$ cat src/rtl/rv32i_imem_ctrl_pkg.sv
// Shared instruction-memory definitions: geometry, FSM encodings, NOP constant
// and the word-address legality check that the data-memory side reuses too.
package rv32i_imem_ctrl_pkg;

  localparam int INSTR_MEM_WIDTH = 10;
  localparam int INSTR_MEM_DEPTH = 1 << INSTR_MEM_WIDTH;

  localparam logic [31:0] RV32I_NOP = 32'h0000_0013;

  typedef enum logic {
    IMEM_ST_LOAD = 1'b0,
    IMEM_ST_RUN  = 1'b1
  } imem_state_e;

  // Word aligned and inside the 2**width word window starting at address 0.
  function automatic logic addr_legal(input logic [31:0] addr, input int width);
    logic [31:0] hi;
    hi = addr >> (width + 2);
    return (addr[1:0] == 2'b00) && (hi == 32'd0);
  endfunction

endpackage

$ cat src/rtl/rv32i_imem_ctrl_if.sv
// Bundle of loader, fetch and SRAM-side signals around the instruction memory
// controller; slave is the controller's view, master the surrounding system's.
interface rv32i_imem_ctrl_if #(
  parameter int INSTR_MEM_WIDTH = 10
);

  logic                       ld_valid;
  logic                       ld_ready;
  logic [31:0]                ld_addr;
  logic [31:0]                ld_data;
  logic                       ld_last;
  logic                       ld_err;

  logic                       if_req;
  logic [31:0]                if_addr;
  logic                       if_gnt;
  logic                       if_rvalid;
  logic [31:0]                if_rdata;
  logic                       if_err;

  logic                       core_run;

  logic                       mem_en;
  logic                       mem_we;
  logic [INSTR_MEM_WIDTH-1:0] mem_idx;
  logic [31:0]                mem_wdata;
  logic [31:0]                mem_rdata;

  modport slave (
    input  ld_valid, ld_addr, ld_data, ld_last,
    input  if_req, if_addr,
    input  mem_rdata,
    output ld_ready, ld_err,
    output if_gnt, if_rvalid, if_rdata, if_err,
    output core_run,
    output mem_en, mem_we, mem_idx, mem_wdata
  );

  modport master (
    output ld_valid, ld_addr, ld_data, ld_last,
    output if_req, if_addr,
    output mem_rdata,
    input  ld_ready, ld_err,
    input  if_gnt, if_rvalid, if_rdata, if_err,
    input  core_run,
    input  mem_en, mem_we, mem_idx, mem_wdata
  );

endinterface

$ cat src/rtl/rv32i_imem_ctrl.sv
// Instruction memory controller: boots the SRAM from the loader stream, then
// arbitrates the single port between fetch reads and loader patch writes.
module rv32i_imem_ctrl #(
  parameter int INSTR_MEM_WIDTH = rv32i_imem_ctrl_pkg::INSTR_MEM_WIDTH,
  parameter int LD_MAX_WAIT     = 4
) (
  input  logic                clk,
  input  logic                rst_n,
  rv32i_imem_ctrl_if.slave    bus
);

  import rv32i_imem_ctrl_pkg::*;

  localparam logic [3:0] MAX_WAIT = 4'(LD_MAX_WAIT);

  imem_state_e                state_q, state_d;
  logic [3:0]                 wait_q, wait_d;
  logic                       ld_err_q;
  logic                       rvalid_q;
  logic                       rerr_q;
  logic [31:0]                rdata_q;

  logic                       ld_legal, if_legal;
  logic [INSTR_MEM_WIDTH-1:0] ld_idx, if_idx;
  logic                       ld_prio;
  logic                       ld_ready_c, if_gnt_c;
  logic                       ld_acc;
  logic                       mem_en_c, mem_we_c;
  logic [INSTR_MEM_WIDTH-1:0] mem_idx_c;
  logic [31:0]                mem_wdata_c;
  logic [31:0]                rdata_now;

  assign ld_legal = addr_legal(bus.ld_addr, INSTR_MEM_WIDTH);
  assign if_legal = addr_legal(bus.if_addr, INSTR_MEM_WIDTH);
  assign ld_idx   = bus.ld_addr[INSTR_MEM_WIDTH+1:2];
  assign if_idx   = bus.if_addr[INSTR_MEM_WIDTH+1:2];
  assign ld_prio  = (wait_q == MAX_WAIT);
  assign ld_acc   = bus.ld_valid && ld_ready_c;

  always_ff @(posedge clk) begin
    if (!rst_n) begin
      state_q  <= IMEM_ST_LOAD;
      wait_q   <= '0;
      ld_err_q <= 1'b0;
      rvalid_q <= 1'b0;
      rerr_q   <= 1'b0;
      rdata_q  <= '0;
    end else begin
      state_q  <= state_d;
      wait_q   <= wait_d;
      if (ld_acc && !ld_legal) begin
        ld_err_q <= 1'b1;
      end
      rvalid_q <= if_gnt_c;
      if (if_gnt_c) begin
        rerr_q <= !if_legal;
      end
      if (rvalid_q) begin
        rdata_q <= rdata_now;
      end
    end
  end

  // A blocked loader beat ages the wait counter; dropping valid or getting in clears it.
  always_comb begin
    state_d = state_q;
    wait_d  = '0;
    case (state_q)
      IMEM_ST_LOAD: begin
        if (ld_acc && bus.ld_last) begin
          state_d = IMEM_ST_RUN;
        end
      end
      IMEM_ST_RUN: begin
        if (bus.ld_valid && !ld_ready_c) begin
          wait_d = (wait_q == MAX_WAIT) ? wait_q : wait_q + 4'd1;
        end
      end
      default: state_d = IMEM_ST_LOAD;
    endcase
  end

  always_comb begin
    ld_ready_c  = 1'b0;
    if_gnt_c    = 1'b0;
    mem_en_c    = 1'b0;
    mem_we_c    = 1'b0;
    mem_idx_c   = if_idx;
    mem_wdata_c = bus.ld_data;
    if (rst_n) begin
      if (state_q == IMEM_ST_LOAD) begin
        ld_ready_c = 1'b1;
      end else if (ld_prio) begin
        ld_ready_c = 1'b1;
      end else begin
        if_gnt_c   = bus.if_req;
        ld_ready_c = !bus.if_req;
      end
    end
    // Illegal addresses are still handshaken but never reach the SRAM.
    if (bus.ld_valid && ld_ready_c && ld_legal) begin
      mem_en_c  = 1'b1;
      mem_we_c  = 1'b1;
      mem_idx_c = ld_idx;
    end else if (if_gnt_c && if_legal) begin
      mem_en_c  = 1'b1;
    end
  end

  assign rdata_now     = rerr_q ? RV32I_NOP : bus.mem_rdata;

  assign bus.ld_ready  = ld_ready_c;
  assign bus.ld_err    = ld_err_q;
  assign bus.if_gnt    = if_gnt_c;
  assign bus.if_rvalid = rvalid_q;
  assign bus.if_err    = rvalid_q && rerr_q;
  assign bus.if_rdata  = rvalid_q ? rdata_now : rdata_q;
  assign bus.core_run  = (state_q == IMEM_ST_RUN);
  assign bus.mem_en    = mem_en_c;
  assign bus.mem_we    = mem_we_c;
  assign bus.mem_idx   = mem_idx_c;
  assign bus.mem_wdata = mem_wdata_c;

endmodule
$ cat src/flat_wrapper.sv
// flat-port wrapper written by rule: the top's interface ports become plain ports
module rv32i_imem_ctrl_flat import rv32i_imem_ctrl_pkg::*;
#(
  parameter int INSTR_MEM_WIDTH = rv32i_imem_ctrl_pkg::INSTR_MEM_WIDTH,
  parameter int LD_MAX_WAIT     = 4
)
  (clk, rst_n, bus_ld_valid, bus_ld_addr, bus_ld_data, bus_ld_last, bus_if_req, bus_if_addr, bus_mem_rdata, bus_ld_ready, bus_ld_err, bus_if_gnt, bus_if_rvalid, bus_if_rdata, bus_if_err, bus_core_run, bus_mem_en, bus_mem_we, bus_mem_idx, bus_mem_wdata);
  rv32i_imem_ctrl_if #(.INSTR_MEM_WIDTH(INSTR_MEM_WIDTH)) bus_i ();
  input  logic clk;
  input  logic rst_n;
  input wire logic [$bits(bus_i.ld_valid)-1:0] bus_ld_valid;
  input wire logic [$bits(bus_i.ld_addr)-1:0] bus_ld_addr;
  input wire logic [$bits(bus_i.ld_data)-1:0] bus_ld_data;
  input wire logic [$bits(bus_i.ld_last)-1:0] bus_ld_last;
  input wire logic [$bits(bus_i.if_req)-1:0] bus_if_req;
  input wire logic [$bits(bus_i.if_addr)-1:0] bus_if_addr;
  input wire logic [$bits(bus_i.mem_rdata)-1:0] bus_mem_rdata;
  output wire logic [$bits(bus_i.ld_ready)-1:0] bus_ld_ready;
  output wire logic [$bits(bus_i.ld_err)-1:0] bus_ld_err;
  output wire logic [$bits(bus_i.if_gnt)-1:0] bus_if_gnt;
  output wire logic [$bits(bus_i.if_rvalid)-1:0] bus_if_rvalid;
  output wire logic [$bits(bus_i.if_rdata)-1:0] bus_if_rdata;
  output wire logic [$bits(bus_i.if_err)-1:0] bus_if_err;
  output wire logic [$bits(bus_i.core_run)-1:0] bus_core_run;
  output wire logic [$bits(bus_i.mem_en)-1:0] bus_mem_en;
  output wire logic [$bits(bus_i.mem_we)-1:0] bus_mem_we;
  output wire logic [$bits(bus_i.mem_idx)-1:0] bus_mem_idx;
  output wire logic [$bits(bus_i.mem_wdata)-1:0] bus_mem_wdata;
  assign bus_i.ld_valid = bus_ld_valid;
  assign bus_i.ld_addr = bus_ld_addr;
  assign bus_i.ld_data = bus_ld_data;
  assign bus_i.ld_last = bus_ld_last;
  assign bus_i.if_req = bus_if_req;
  assign bus_i.if_addr = bus_if_addr;
  assign bus_i.mem_rdata = bus_mem_rdata;
  assign bus_ld_ready = bus_i.ld_ready;
  assign bus_ld_err = bus_i.ld_err;
  assign bus_if_gnt = bus_i.if_gnt;
  assign bus_if_rvalid = bus_i.if_rvalid;
  assign bus_if_rdata = bus_i.if_rdata;
  assign bus_if_err = bus_i.if_err;
  assign bus_core_run = bus_i.core_run;
  assign bus_mem_en = bus_i.mem_en;
  assign bus_mem_we = bus_i.mem_we;
  assign bus_mem_idx = bus_i.mem_idx;
  assign bus_mem_wdata = bus_i.mem_wdata;
  rv32i_imem_ctrl #(.INSTR_MEM_WIDTH(INSTR_MEM_WIDTH), .LD_MAX_WAIT(LD_MAX_WAIT)) u_core (.clk(clk), .rst_n(rst_n), .bus(bus_i));
endmodule
$ cat config.mk
export PLATFORM = sky130hd
export DESIGN_NAME = rv32i_imem_ctrl_flat
export DESIGN_NICKNAME = d
export VERILOG_FILES = /design/src/rtl/rv32i_imem_ctrl_pkg.sv /design/src/rtl/rv32i_imem_ctrl_if.sv /design/src/rtl/rv32i_imem_ctrl.sv /design/src/flat_wrapper.sv
export SDC_FILE = /design/constraint.sdc
export NUM_CORES = 1
export LEC_CHECK = 0
export ABC_AREA = 1
export BUFFER_PORTS_ARGS = -buffer_cell sky130_fd_sc_hd__buf_2
export CORE_ASPECT_RATIO = 0.9
export CORE_MARGIN = 1.5
export CORE_UTILIZATION = 38
export CTS_CLUSTER_SIZE = 28
export DETAILED_ROUTE_END_ITERATION = 10
export MAX_ROUTING_LAYER = met4
export PLACE_DENSITY = 0.86
export SETUP_SLACK_MARGIN = 0.3
export SYNTH_ARGS = -nofsm -noshare
export SYNTH_HDL_FRONTEND = slang
export SYNTH_SLANG_ARGS = --single-unit
$ cat constraint.sdc
create_clock -name clk -period 1.6 [get_ports clk]
set_input_delay 0 -clock clk [delete_from_list [all_inputs] [get_ports clk]]
set_output_delay 0 -clock clk [all_outputs]
set_load 0.05 [all_outputs]
==> results of run 1 <==
[what timing repair did]
| action | CTS | global route |
|---|---|---|
| pin swaps | 21 | 15 |
| setup endpoints to repair | 50 | 60 |
| resized for setup | 163 | 24 |
| setup buffers | 25 | 5 |
| hold buffers | 1 | 0 |
| hold endpoints to repair | 1 | 0 |
| cloned | 7 | 1 |
[final cells by class]
cell class,instances,area (sq um)
timing repair buffer,194,1690
clock buffer,6,93.8
tap,87,109
sequential,40,815
fill,426,1480
inverter,100,389
multi-input combinational,172,1560
clock inverter,2,12.5
[metal layers]
layer  track usage  routed length [um]  vias to the layer above
met4         0.102                 241                        0
li1              -                   -                     1350
met1         0.252                3200                     1283
met3        0.0634                 547                       33
met5             -                   0                        -
met2         0.498                4900                      105
[cell usage after synthesis, types with 4 or more instances]
cell	n	share of area
buf_6	4	0.018
dfxtp_1	40	0.33
nand2_1	38	0.058
o22ai_2	13	0.067
o22ai_1	16	0.041
clkbuf_1	4	0.0061
buf_4	34	0.10
nand3_1	13	0.027
a21oi_1	6	0.012
inv_1	99	0.15
nor2_1	62	0.095
[per-stage QoR]
| stage | setup slack (ns) | cells | hold WS, ns | total power [uW] | utilization |
|---|---|---|---|---|---|
| after floorplan | 0.120 | 355 | 0.127 | 1600 | - |
| after global placement | 0.0762 | 554 | 0.000341 | 1560 | 0.569 |
| after detailed placement | 0.00256 | 554 | 0.000341 | 1570 | 0.569 |
| after CTS | -0.165 | 595 | 0.000341 | 2470 | 0.738 |
| after global routing | -0.260 | 601 | 0.0000727 | 2580 | 0.760 |
| final | -0.198 | 601 | 0.0000193 | 2480 | 0.760 |
[cells by family (layout without fill, tap and decap cells)]
family,Yosys count,count (layout),synth area share
simple gates,127,129,0.232
flops,40,40,0.328
compound gates,40,40,0.137
fa+ha+maj,2,2,0.0102
xor+xnor,1,1,0.00359
buf+inv,145,302,0.289
[path summary, 6_finish.rpt]
check                              endpoint  slack, ns  depth (start not counted)
max                          bus_mem_idx[3]      -0.20                         10
min                       bus_mem_wdata[25]    0.00002                          0
max reg2reg  u_core.bus.ld_err$_SDFFE_PN0P_      -0.07                         12
min reg2reg  u_core.bus.ld_err$_SDFFE_PN0P_       0.45                          2
[worst register-to-register path, cell delays in order (launching register included)]
cell and delay, ns:
dfxtp_2 0.34, inv_2 0.08, ha_4 0.15, nand3_4 0.07, nand2_4 0.12, nand2_8 0.08, nor2_8 0.17, buf_8 0.17
buf_4 0.12, buf_6 0.08, buf_4 0.09, nand2_1 0.04, a21oi_1 0.10
[placed cells by master (no fill, tap or decap), types with 5 or more instances in the layout]
master,n
clkbuf_8,5
inv_1,89
nand3_4,5
buf_2,103
buf_4,17
nand2_4,14
buf_6,46
nor2_1,58
nand3_1,7
dfxtp_1,35
inv_2,7
buf_16,6
buf_8,14
nand2_1,19
buf_12,6
o22ai_4,29
nand2_2,6
[sequential cells by signal, indices dropped and copies added (netlist names)]
name	count
u_core.bus.if_rvalid	1
u_core.wait_q	4
u_core.bus.ld_err	1
u_core.rerr_q	1
u_core.bus.core_run	1
u_core.rdata_q	32
[power by group]
group | switching (uW) | leakage, uW | total (uW) | internal, uW
clock | 359 | 0.0000523 | 758 | 399
combinational | 390 | 0.00166 | 708 | 318
sequential | 7.78 | 0.000326 | 1020 | 1010
total | 756 | 0.00204 | 2480 | 1720
==> impl_metrics.py, run 1 <==
metrics = {
    "clock_network": {
        "clk-insertion-delay-late_ns": 0.29,
        "cts.sinks": 40,
        "tritoncts": "yes",
        "cts.reportedPaths.clkPinSlew_ns": 0.08,
        "root_buffer": "clkbuf_8",
        "numCtsBuffers": 5,
        "h-tree-depth": 2,
        "clk_path_buf_depth": 2,
    },
    "routing": {
        "final_antenna_net_count": 0,
        "initialDrtViolationCount": 55,
        "wire_per_inst_um": 14.8,
        "drc_errors": 0,
        "num_vias": 2771,
        "dr.pass1.iters": 4,
        "routed_wl_um": 8890,
        "viasPerCell": 4.61,
    },
    "grt": {
        "grt_max_degree": 19,
        "grt_pass1_vias": 2942,
        "grt_pass1_wl_um": 13500,
        "track_usage": 0.262,
        "antenna_found_initial": 0,
        "gr-total-overflow": 0,
    },
    "worst_setup_path": {
        "crit_path_top_delay_cell": "dfxtp_2",
        "cp.required_ns": 1.60,
        "worstSetupStartpointType": "register",
        "critical_path_arrival_ns": 1.80,
        "crit_chain": "inv_2 -> ha_4 -> nand3_4 -> nand2_4 -> nand2_8 -> nor2_4 -> nand2_8 -> nand2_1 -> nand2_4 -> buf_8",
        "crit_family": "simple AND/OR/NAND/NOR gates",
        "endpoint_kind": "output pin",
        "path_buf_inv": 2,
        "max_stage_delay_ns": 0.34,
        "worstSetupStartpoint": "u_core.wait_q[0]$_SDFFE_PN0N_",
        "crit_type": "reg -> out",
        "critPathMaxFanout": 6,
        "r2r-start": "u_core.wait_q[0]$_SDFFE_PN0N_",
    },
    "floorplan": {
        "io_pins": 215,
        "dieWidth_um": 87.5,
        "rows": 27,
        "start_util": 0.397,
        "dieHeight_um": 79.0,
        "core_sq_um": 6150,
        "die_area_sq_um": 6910,
    },
    "cells_and_area": {
        "synthToLayoutAreaGrowth_pct": 91.3,
        "nNetsFinal": 648,
        "diodes": 0,
        "final_layout_size_suffix_gt1_frac": 0.568,
        "fin_area_sq_um": 4670,
    },
    "timing": {
        "setup_tns_ns": -2.05,
        "slew_headroom": 0.577,
        "hold_viol": 0,
        "finalCritPeriodShare": 1.12,
        "max_freq_mhz": 556,
        "fin_crit_ns": 1.80,
        "worst_pin_slew_ns": 0.634,
        "rsz0062_at_grt": "true",
        "fin_ws_ns": -0.198,
        "skew_ns": 0.00436,
        "slew_viol_final": 0,
        "setup_viol": 14,
    },
    "place": {
        "place_congestion": 0.800,
        "place_hpwl_um": 5630,
        "io_buffers": 150,
        "dpl_cell_area_sq_um": 3500,
    },
    "logic_synthesis": {
        "syn_avg_cell_area_sq_um": 6.88,
        "synth_edf_count": 0,
        "netlist_area_sq_um": 2440,
        "yosys_warnings": 0,
        "synth_seq_cells": 40,
        "syn_inst": 355,
        "synthArstFlopShare": 0,
        "ys_types": 26,
        "syn-num-nets": 490,
        "ys_seq_area_frac": 0.328,
        "ys.flop_type": "dfxtp_1",
    },
    "status": {
        "failed_checks": "negative setup slack",
        "status": "complete, but fails checks",
    },
    "power": {
        "p_leak_uw": 0.00204,
        "max-vdd-ir-drop_mv": 0.360,
        "p_per_area_nw_per_um2": 531,
    },
    "flow_run": {
        "maxCapViolations": 0,
    },
    "worst_hold_path": {
        "hp-class": "in -> out",
        "hp-start": "bus_ld_data[25]",
    },
}
Power figures use the tool's default switching activity.
==> run 2: changes to the inputs <==
--- a/config.mk
+++ b/config.mk
@@ -9,11 +9,11 @@
 export BUFFER_PORTS_ARGS = -buffer_cell sky130_fd_sc_hd__buf_2
 export CORE_ASPECT_RATIO = 0.9
 export CORE_MARGIN = 1.5
-export CORE_UTILIZATION = 38
+export CORE_UTILIZATION = 30
 export CTS_CLUSTER_SIZE = 28
 export DETAILED_ROUTE_END_ITERATION = 10
 export MAX_ROUTING_LAYER = met4
-export PLACE_DENSITY = 0.86
+export PLACE_DENSITY = 0.71
 export SETUP_SLACK_MARGIN = 0.3
 export SYNTH_ARGS = -nofsm -noshare
 export SYNTH_HDL_FRONTEND = slang
==> constraint.sdc (replaced) <==
create_clock -name clk -period 2.1 [get_ports clk]
set_input_delay 0 -clock clk [delete_from_list [all_inputs] [get_ports clk]]
set_output_delay 0 -clock clk [all_outputs]
set_load 0.05 [all_outputs]
==> run 2 against run 1 <==
Critical path type unchanged. Sequential share of layout area increased by 5.5 points. First-iteration DRC count fell by 5.5%. Clock skew rose by 0.0026 ns. Critical endpoint is now bus_mem_idx[7]. The flow now finishes without violations. Setup slack gained 0.53 ns. Non-clock buffer count fell by 27. Worst hold slack about the same. Final cell count fell by 2.8%. Via count shrank 7.8%. Core utilization is 32 points lower. Largest power group unchanged. Cell area is 25% lower.
==> impl_metrics.py, run 2 (synthesis results as in run 1) <==
metrics = {
    "status": {
        "status": "completed",
    },
    "worst_setup_path": {
        "crit_family": "simple AND/OR/NAND/NOR gates",
        "crit_type": "reg -> out",
        "path_buf_inv": 3,
        "crit_path_top_delay_cell": "dfxtp_2",
        "crit_path_frequent_cell": "nand2_4",
        "critical_path_arrival_ns": 1.77,
        "endpoint_kind": "output pin",
        "critPathMaxFanout": 6,
        "cp.required_ns": 2.10,
        "crit_cells": 11,
        "rr_worst_depth": 10,
        "max_stage_delay_ns": 0.33,
        "worstSetupStartpointType": "register",
        "crit_chain": "inv_2 -> ha_4 -> nand3_4 -> nand2_4 -> nand2_4 -> nor2_8 -> buf_12 -> nand2_4 -> nand2_1 -> nand2_1 -> buf_6",
    },
    "grt": {
        "use_met3": 0.0308,
        "busiest_layer": "met2",
        "grt_pass1_vias": 2307,
        "antenna_found_initial": 0,
        "gr-usage-met2": 0.263,
        "met1_usage": 0.159,
        "gr-total-overflow": 0,
        "grt_max_degree": 35,
        "track_usage": 0.143,
        "grt_pass1_wl_um": 9910,
    },
    "worst_hold_path": {
        "hp-class": "in -> out",
        "hold_depth": 0,
    },
    "routing": {
        "viasPerCell": 4.37,
        "wire_per_inst_um": 11.0,
        "final_antenna_net_count": 0,
        "drc_errors": 0,
        "num_vias": 2554,
        "initialDrtViolationCount": 52,
        "dr.pass1.iters": 4,
        "routed_wl_um": 6400,
    },
    "floorplan": {
        "core_sq_um": 7950,
        "rows": 31,
        "io_pins": 215,
        "dieHeight_um": 88.6,
        "dieWidth_um": 98.1,
        "die_area_sq_um": 8690,
        "start_util": 0.307,
    },
    "power": {
        "p_per_area_nw_per_um2": 539,
        "fin_total_pwr_uw": 1890,
        "max-vdd-ir-drop_mv": 0.244,
        "p_leak_uw": 0.00184,
    },
    "clock_network": {
        "numCtsBuffers": 5,
        "h-tree-depth": 2,
        "cts.sinks": 40,
        "clk_path_buf_depth": 2,
        "cts.reportedPaths.clkPinSlew_ns": 0.07,
        "root_buffer": "clkbuf_8",
        "tritoncts": "yes",
        "clk-insertion-delay-late_ns": 0.29,
    },
    "timing": {
        "hold_viol": 0,
        "setup_tns_ns": 0,
        "finalCritPeriodShare": 0.842,
        "skew_ns": 0.00697,
        "setup_viol": 0,
        "slew_viol_final": 0,
        "slew_headroom": 0.648,
        "worst_pin_slew_ns": 0.529,
        "rsz0062_at_grt": "true",
        "max_freq_mhz": 566,
        "fin_crit_ns": 1.77,
    },
    "place": {
        "dp.cells": 563,
        "io_buffers": 150,
        "place_hpwl_um": 4660,
        "dpl_cell_area_sq_um": 3130,
        "place_congestion": 0.706,
    },
    "cells_and_area": {
        "largest_register": "u_core.rdata_q",
        "largest_reg_flops": 32,
        "diodes": 0,
        "nNetsFinal": 620,
        "final_common_cell": "buf_2",
        "layoutNonFillerInstCount": 584,
        "fin_area_sq_um": 3500,
        "synthToLayoutAreaGrowth_pct": 43.5,
        "final_layout_size_suffix_gt1_frac": 0.462,
        "reg_top3": "u_core.rdata_q (32), u_core.wait_q (4)",
        "layout_common_cells": "buf_2, inv_1, nor2_1",
    },
    "flow_run": {
        "maxCapViolations": 0,
    },
}
[run 2: cell count changes in the layout (fill, tap and decap cells not counted), moves of 8 or more]
cell / previous run / this run
buf_2: 103 / 138
buf_6: 46 / 8
buf_8: 14 / 1
inv_1: 89 / 97
nand2_1: 19 / 35
nand2_4: 14 / 3
o22ai_2: 0 / 29
o22ai_4: 29 / 0
[run 2: layer usage]
metal / part of all wire / wire, um
met1: 0.42 / 2660
met2: 0.51 / 3290
met3: 0.065 / 414
met4: 0.0062 / 40
met5: 0 / 0
[run 2: final timing paths]
kind	startpoint	endpoint	slack [ns]
worst max-delay path	u_core.wait_q[0]$_SDFFE_PN0N_	bus_mem_idx[7]	0.33
worst min-delay path	bus_ld_data[21]	bus_mem_wdata[21]	0.00002
worst max register to register	u_core.wait_q[0]$_SDFFE_PN0N_	u_core.bus.core_run$_SDFF_PN0_	0.69
worst min register to register	u_core.bus.ld_err$_SDFFE_PN0P_	u_core.bus.ld_err$_SDFFE_PN0P_	0.45
[run 2: final cells by class]
| type | instances | area, sq um |
|---|---|---|
| tap | 99 | 124 |
| clock buffer | 5 | 68.8 |
| multi-input combinational | 171 | 1110 |
| clock inverter | 2 | 60.1 |
| timing repair buffer | 167 | 961 |
| sequential | 40 | 805 |
| fill | 807 | 4450 |
| inverter | 100 | 378 |
[run 2: per-stage QoR]
step	hold WS (ns)	util	worst slack (ns)
after floorplan	0.127	-	0.360
after global placement	0.000341	0.394	0.519
after detailed placement	0.000341	0.394	0.425
after CTS	0.000341	0.426	0.312
after global routing	0.0000795	0.441	0.242
final	0.0000186	0.441	0.332
[run 2: power breakdown]
group          internal (uW)  switching (uW)  total (uW)
combinational            155             230         385
sequential               770            4.37         775
clock                    468             262         730
total                   1390             496        1890
[run 2: repair_timing]
action / CTS / global route
endpoints found under the hold margin: 1 / 0
resized for setup: 26 / 13
endpoints found under the setup margin: 12 / 13
pin swaps: 8 / 5
buffers inserted: 5 / 7
hold buffers: 1 / 0
gates cloned: 0 / 1
==> run 3: changes to the inputs <==
--- a/config.mk
+++ b/config.mk
@@ -5,7 +5,7 @@
 export SDC_FILE = /design/constraint.sdc
 export NUM_CORES = 1
 export LEC_CHECK = 0
-export ABC_AREA = 1
+export ABC_AREA = 0
 export BUFFER_PORTS_ARGS = -buffer_cell sky130_fd_sc_hd__buf_2
 export CORE_ASPECT_RATIO = 0.9
 export CORE_MARGIN = 1.5
@@ -13,7 +13,7 @@
 export CTS_CLUSTER_SIZE = 28
 export DETAILED_ROUTE_END_ITERATION = 10
 export MAX_ROUTING_LAYER = met4
-export PLACE_DENSITY = 0.71
+export PLACE_DENSITY = 0.75
 export SETUP_SLACK_MARGIN = 0.3
 export SYNTH_ARGS = -nofsm -noshare
 export SYNTH_HDL_FRONTEND = slang
==> constraint.sdc (replaced) <==
create_clock -name clk -period 1.8 [get_ports clk]
set_input_delay 0 -clock clk [delete_from_list [all_inputs] [get_ports clk]]
set_output_delay 0 -clock clk [all_outputs]
set_load 0.05 [all_outputs]
==> run 3 against run 2 <==
Clock skew is 0.0023 ns lower. Core utilization increased by 19 points. Wire length grew 25%. Total power rose by 22%. First-iteration DRC count fell by 52%. Synthesized cell count shrank 25%. Non-clock buffer count increased by 16. Sequential share of layout area is 3.6 points lower. Critical path type is now in -> out. The run now ends with negative setup slack left. Worst hold slack is essentially flat. Clock power up 5.9%. Global-route usage up 6.2 points. Critical path depth decreased by 4. Highest routed layer unchanged.
==> impl_metrics.py, run 3 <==
metrics = {
    "status": {
        "status": "complete, but fails checks",
        "failed_checks": "negative setup slack",
    },
    "grt": {
        "grt_pass1_vias": 2381,
        "grt_pass1_wl_um": 11300,
        "track_usage": 0.205,
        "antenna_found_initial": 1,
        "grt_max_degree": 40,
        "gr-total-overflow": 0,
    },
    "cells_and_area": {
        "reg_top3": "u_core.rdata_q (32), u_core.wait_q (4)",
        "layout_common_cells": "buf_2, buf_6, dfxtp_1",
        "final_common_cell": "buf_2",
        "final_layout_size_suffix_gt1_frac": 0.666,
        "final_util": 0.627,
        "largest_register": "u_core.rdata_q",
        "largest_reg_flops": 32,
        "nNetsFinal": 547,
        "synthToLayoutAreaGrowth_pct": 98.7,
    },
    "timing": {
        "setup_viol": 14,
        "finalCritPeriodShare": 1.12,
        "max_freq_mhz": 498,
        "fin_ws_ns": -0.207,
        "hold_viol": 0,
        "skew_ns": 0.00462,
        "setup_tns_ns": -2.01,
        "slew_headroom": 0.784,
        "slew_viol_final": 0,
        "rsz0062_at_grt": "true",
        "fin_crit_ns": 2.01,
        "worst_pin_slew_ns": 0.324,
    },
    "worst_hold_path": {
        "hp-class": "in -> out",
        "worstHoldEndpoint": "bus_mem_wdata[21]",
        "hp-start": "bus_ld_data[21]",
        "hold_depth": 0,
    },
    "power": {
        "max-vdd-ir-drop_mv": 0.282,
        "combPwrFrac": 0.270,
        "seq_power_share": 0.395,
        "p_sw_uw": 678,
        "internal_power_uw": 1630,
        "p_clk_frac": 0.335,
        "switching_share": 0.294,
        "p_leak_uw": 0.00200,
        "p_per_area_nw_per_um2": 550,
    },
    "floorplan": {
        "rows": 28,
        "dieHeight_um": 82.6,
        "start_util": 0.315,
        "io_pins": 215,
        "core_sq_um": 6690,
        "dieWidth_um": 91.4,
        "die_area_sq_um": 7550,
    },
    "logic_synthesis": {
        "synth_edf_count": 0,
        "ys_types": 27,
        "netlist_area_sq_um": 2110,
        "yosys.area_share.adder": 0.0119,
        "syn-num-nets": 400,
        "synth_seq_cells": 40,
        "synthArstFlopShare": 0,
        "ys_seq_area_frac": 0.379,
        "ys.flop_type": "dfxtp_1",
        "yosys_warnings": 0,
        "muxShareOfSynthArea": 0.0533,
        "synth_top_area_share": 0.379,
        "synth-compound-area-share": 0.100,
        "yosys.area_share.simple": 0.267,
        "syn_avg_cell_area_sq_um": 7.97,
        "syn_inst": 265,
        "yosysTopAreaCell": "dfxtp_1",
        "yosys.area_share.xor_xnor": 0,
        "synth.top_cells.by_count": "dfxtp_1, and2_1, buf_4",
        "yosysMostFrequentCell": "dfxtp_1",
        "synth_top_family_by_area": "simple AND/OR/NAND/NOR gates",
        "synth_area_leaders": "dfxtp_1, buf_4, and2_1",
    },
    "routing": {
        "dr.pass1.iters": 4,
        "final_antenna_net_count": 0,
        "viasPerCell": 4.71,
        "wire_per_inst_um": 15.8,
        "routed_wl_um": 7970,
        "top_layer": "met4",
        "m1WireLength_um": 2710,
        "met2_length_um": 4360,
        "drc_errors": 0,
        "initialDrtViolationCount": 25,
        "wl_met3_um": 600,
        "num_vias": 2372,
    },
    "worst_setup_path": {
        "crit_chain": "buf_6 -> or4_4 -> or3_4 -> nor4_4 -> buf_4 -> mux2_2 -> buf_6",
        "reg2reg_slack_ns": 0.06,
        "crit_path_top_delay_cell": "or4_4",
        "crit_type": "in -> out",
        "critPathMaxFanout": 5,
        "crit_path_frequent_cell": "buf_6",
        "rr_worst_depth": 11,
        "endpoint_kind": "output pin",
        "crit_family": "simple AND/OR/NAND/NOR gates",
        "r2r-start": "u_core.wait_q[1]$_SDFFE_PN0N_",
        "max_stage_delay_ns": 0.52,
        "critical_path_arrival_ns": 2.01,
        "r2r-end": "u_core.rerr_q$_SDFFE_PN0P_",
        "cp.required_ns": 1.80,
        "path_buf_inv": 3,
        "worstSetupStartpoint": "bus_ld_addr[17]",
        "worstSetupStartpointType": "input port",
    },
    "clock_network": {
        "numCtsBuffers": 5,
        "clk_path_buf_depth": 2,
        "clk-insertion-delay-late_ns": 0.29,
        "root_buffer": "clkbuf_8",
        "cts.sinks": 40,
        "h-tree-depth": 2,
        "tritoncts": "yes",
    },
    "place": {
        "io_buffers": 150,
        "place_congestion": 0.940,
        "place_hpwl_um": 5380,
    },
    "flow_run": {
        "maxCapViolations": 0,
    },
}
## run 3: per-stage QoR
step	cell area, sq um	hold slack (ns)	worst slack (ns)	power (uW)	cells
6_report	4190	0.0000193	-0.207	2310	504
5_1_grt	4190	0.0000821	-0.253	2410	504
4_1_cts	4010	0.000341	-0.189	2300	493
3_5_place_dp	3280	0.000341	-0.110	1420	470
3_3_place_gp	3280	0.000341	-0.111	1410	470
2_1_floorplan	2690	0.157	-0.0489	1430	265
## run 3: worst max-delay path by stage
stage                                end  slack [ns]  cells after the start
final                     bus_mem_idx[4]       -0.21                      7
after global routing      bus_mem_idx[4]       -0.25                      8
after CTS                 bus_mem_idx[7]       -0.19                      7
after detailed placement  bus_mem_idx[7]       -0.11                      7
after global placement    bus_mem_idx[1]       -0.11                      7
after floorplan           bus_mem_idx[1]       -0.05                      6
## run 3: cell families after synthesis
| kind of cell | Yosys count |
|---|---|
| compound gates | 39 |
| fa+ha+maj | 2 |
| mux | 10 |
| simple gates | 100 |
| buf+inv | 74 |
| flops | 40 |
## run 3: timing repair
| action | in CTS | in global routing |
|---|---|---|
| pin swaps | 20 | 4 |
| hold buffers | 1 | 1 |
| resized for setup | 130 | 15 |
| endpoints found under the setup margin | 46 | 51 |
| setup buffers | 10 | 6 |
| cloned | 4 | 3 |
| endpoints found under the hold margin | 1 | 2 |
## run 3: worst reg2reg max path, stage by stage, from the launching register on
cell     delay (ns)
dfxtp_2        0.34
inv_2          0.04
ha_4           0.15
and3b_2        0.22
nor2_4         0.16
buf_4          0.14
buf_6          0.08
buf_6          0.10
buf_6          0.11
buf_6          0.11
o21ai_0        0.07
a21oi_1        0.14
## run 3: power groups by stage
| stage | Combinational (uW) | Sequential, uW | Clock, uW |
|---|---|---|---|
| global route | 651 | 914 | 848 |
| floorplan | 480 | 948 | 0 |
| CTS | 593 | 912 | 796 |
| finish | 622 | 911 | 773 |
| detailed placement | 484 | 936 | 0 |
| global placement | 478 | 935 | 0 |
## run 3: area by class of cell
class	count	area [sq um]
clock inverter	2	38.8
inverter	31	116
antenna	1	2.50
tap	90	113
timing repair buffer	183	1490
fill	545	2500
multi-input combinational	151	1540
clock buffer	6	82.6
sequential	40	811
## run 3: routing by layer
metal	global-route usage	up-vias
li1	-	1133
met1	0.182	1082
met2	0.411	139
met3	0.0641	18
met4	0.0797	0
met5	-	-
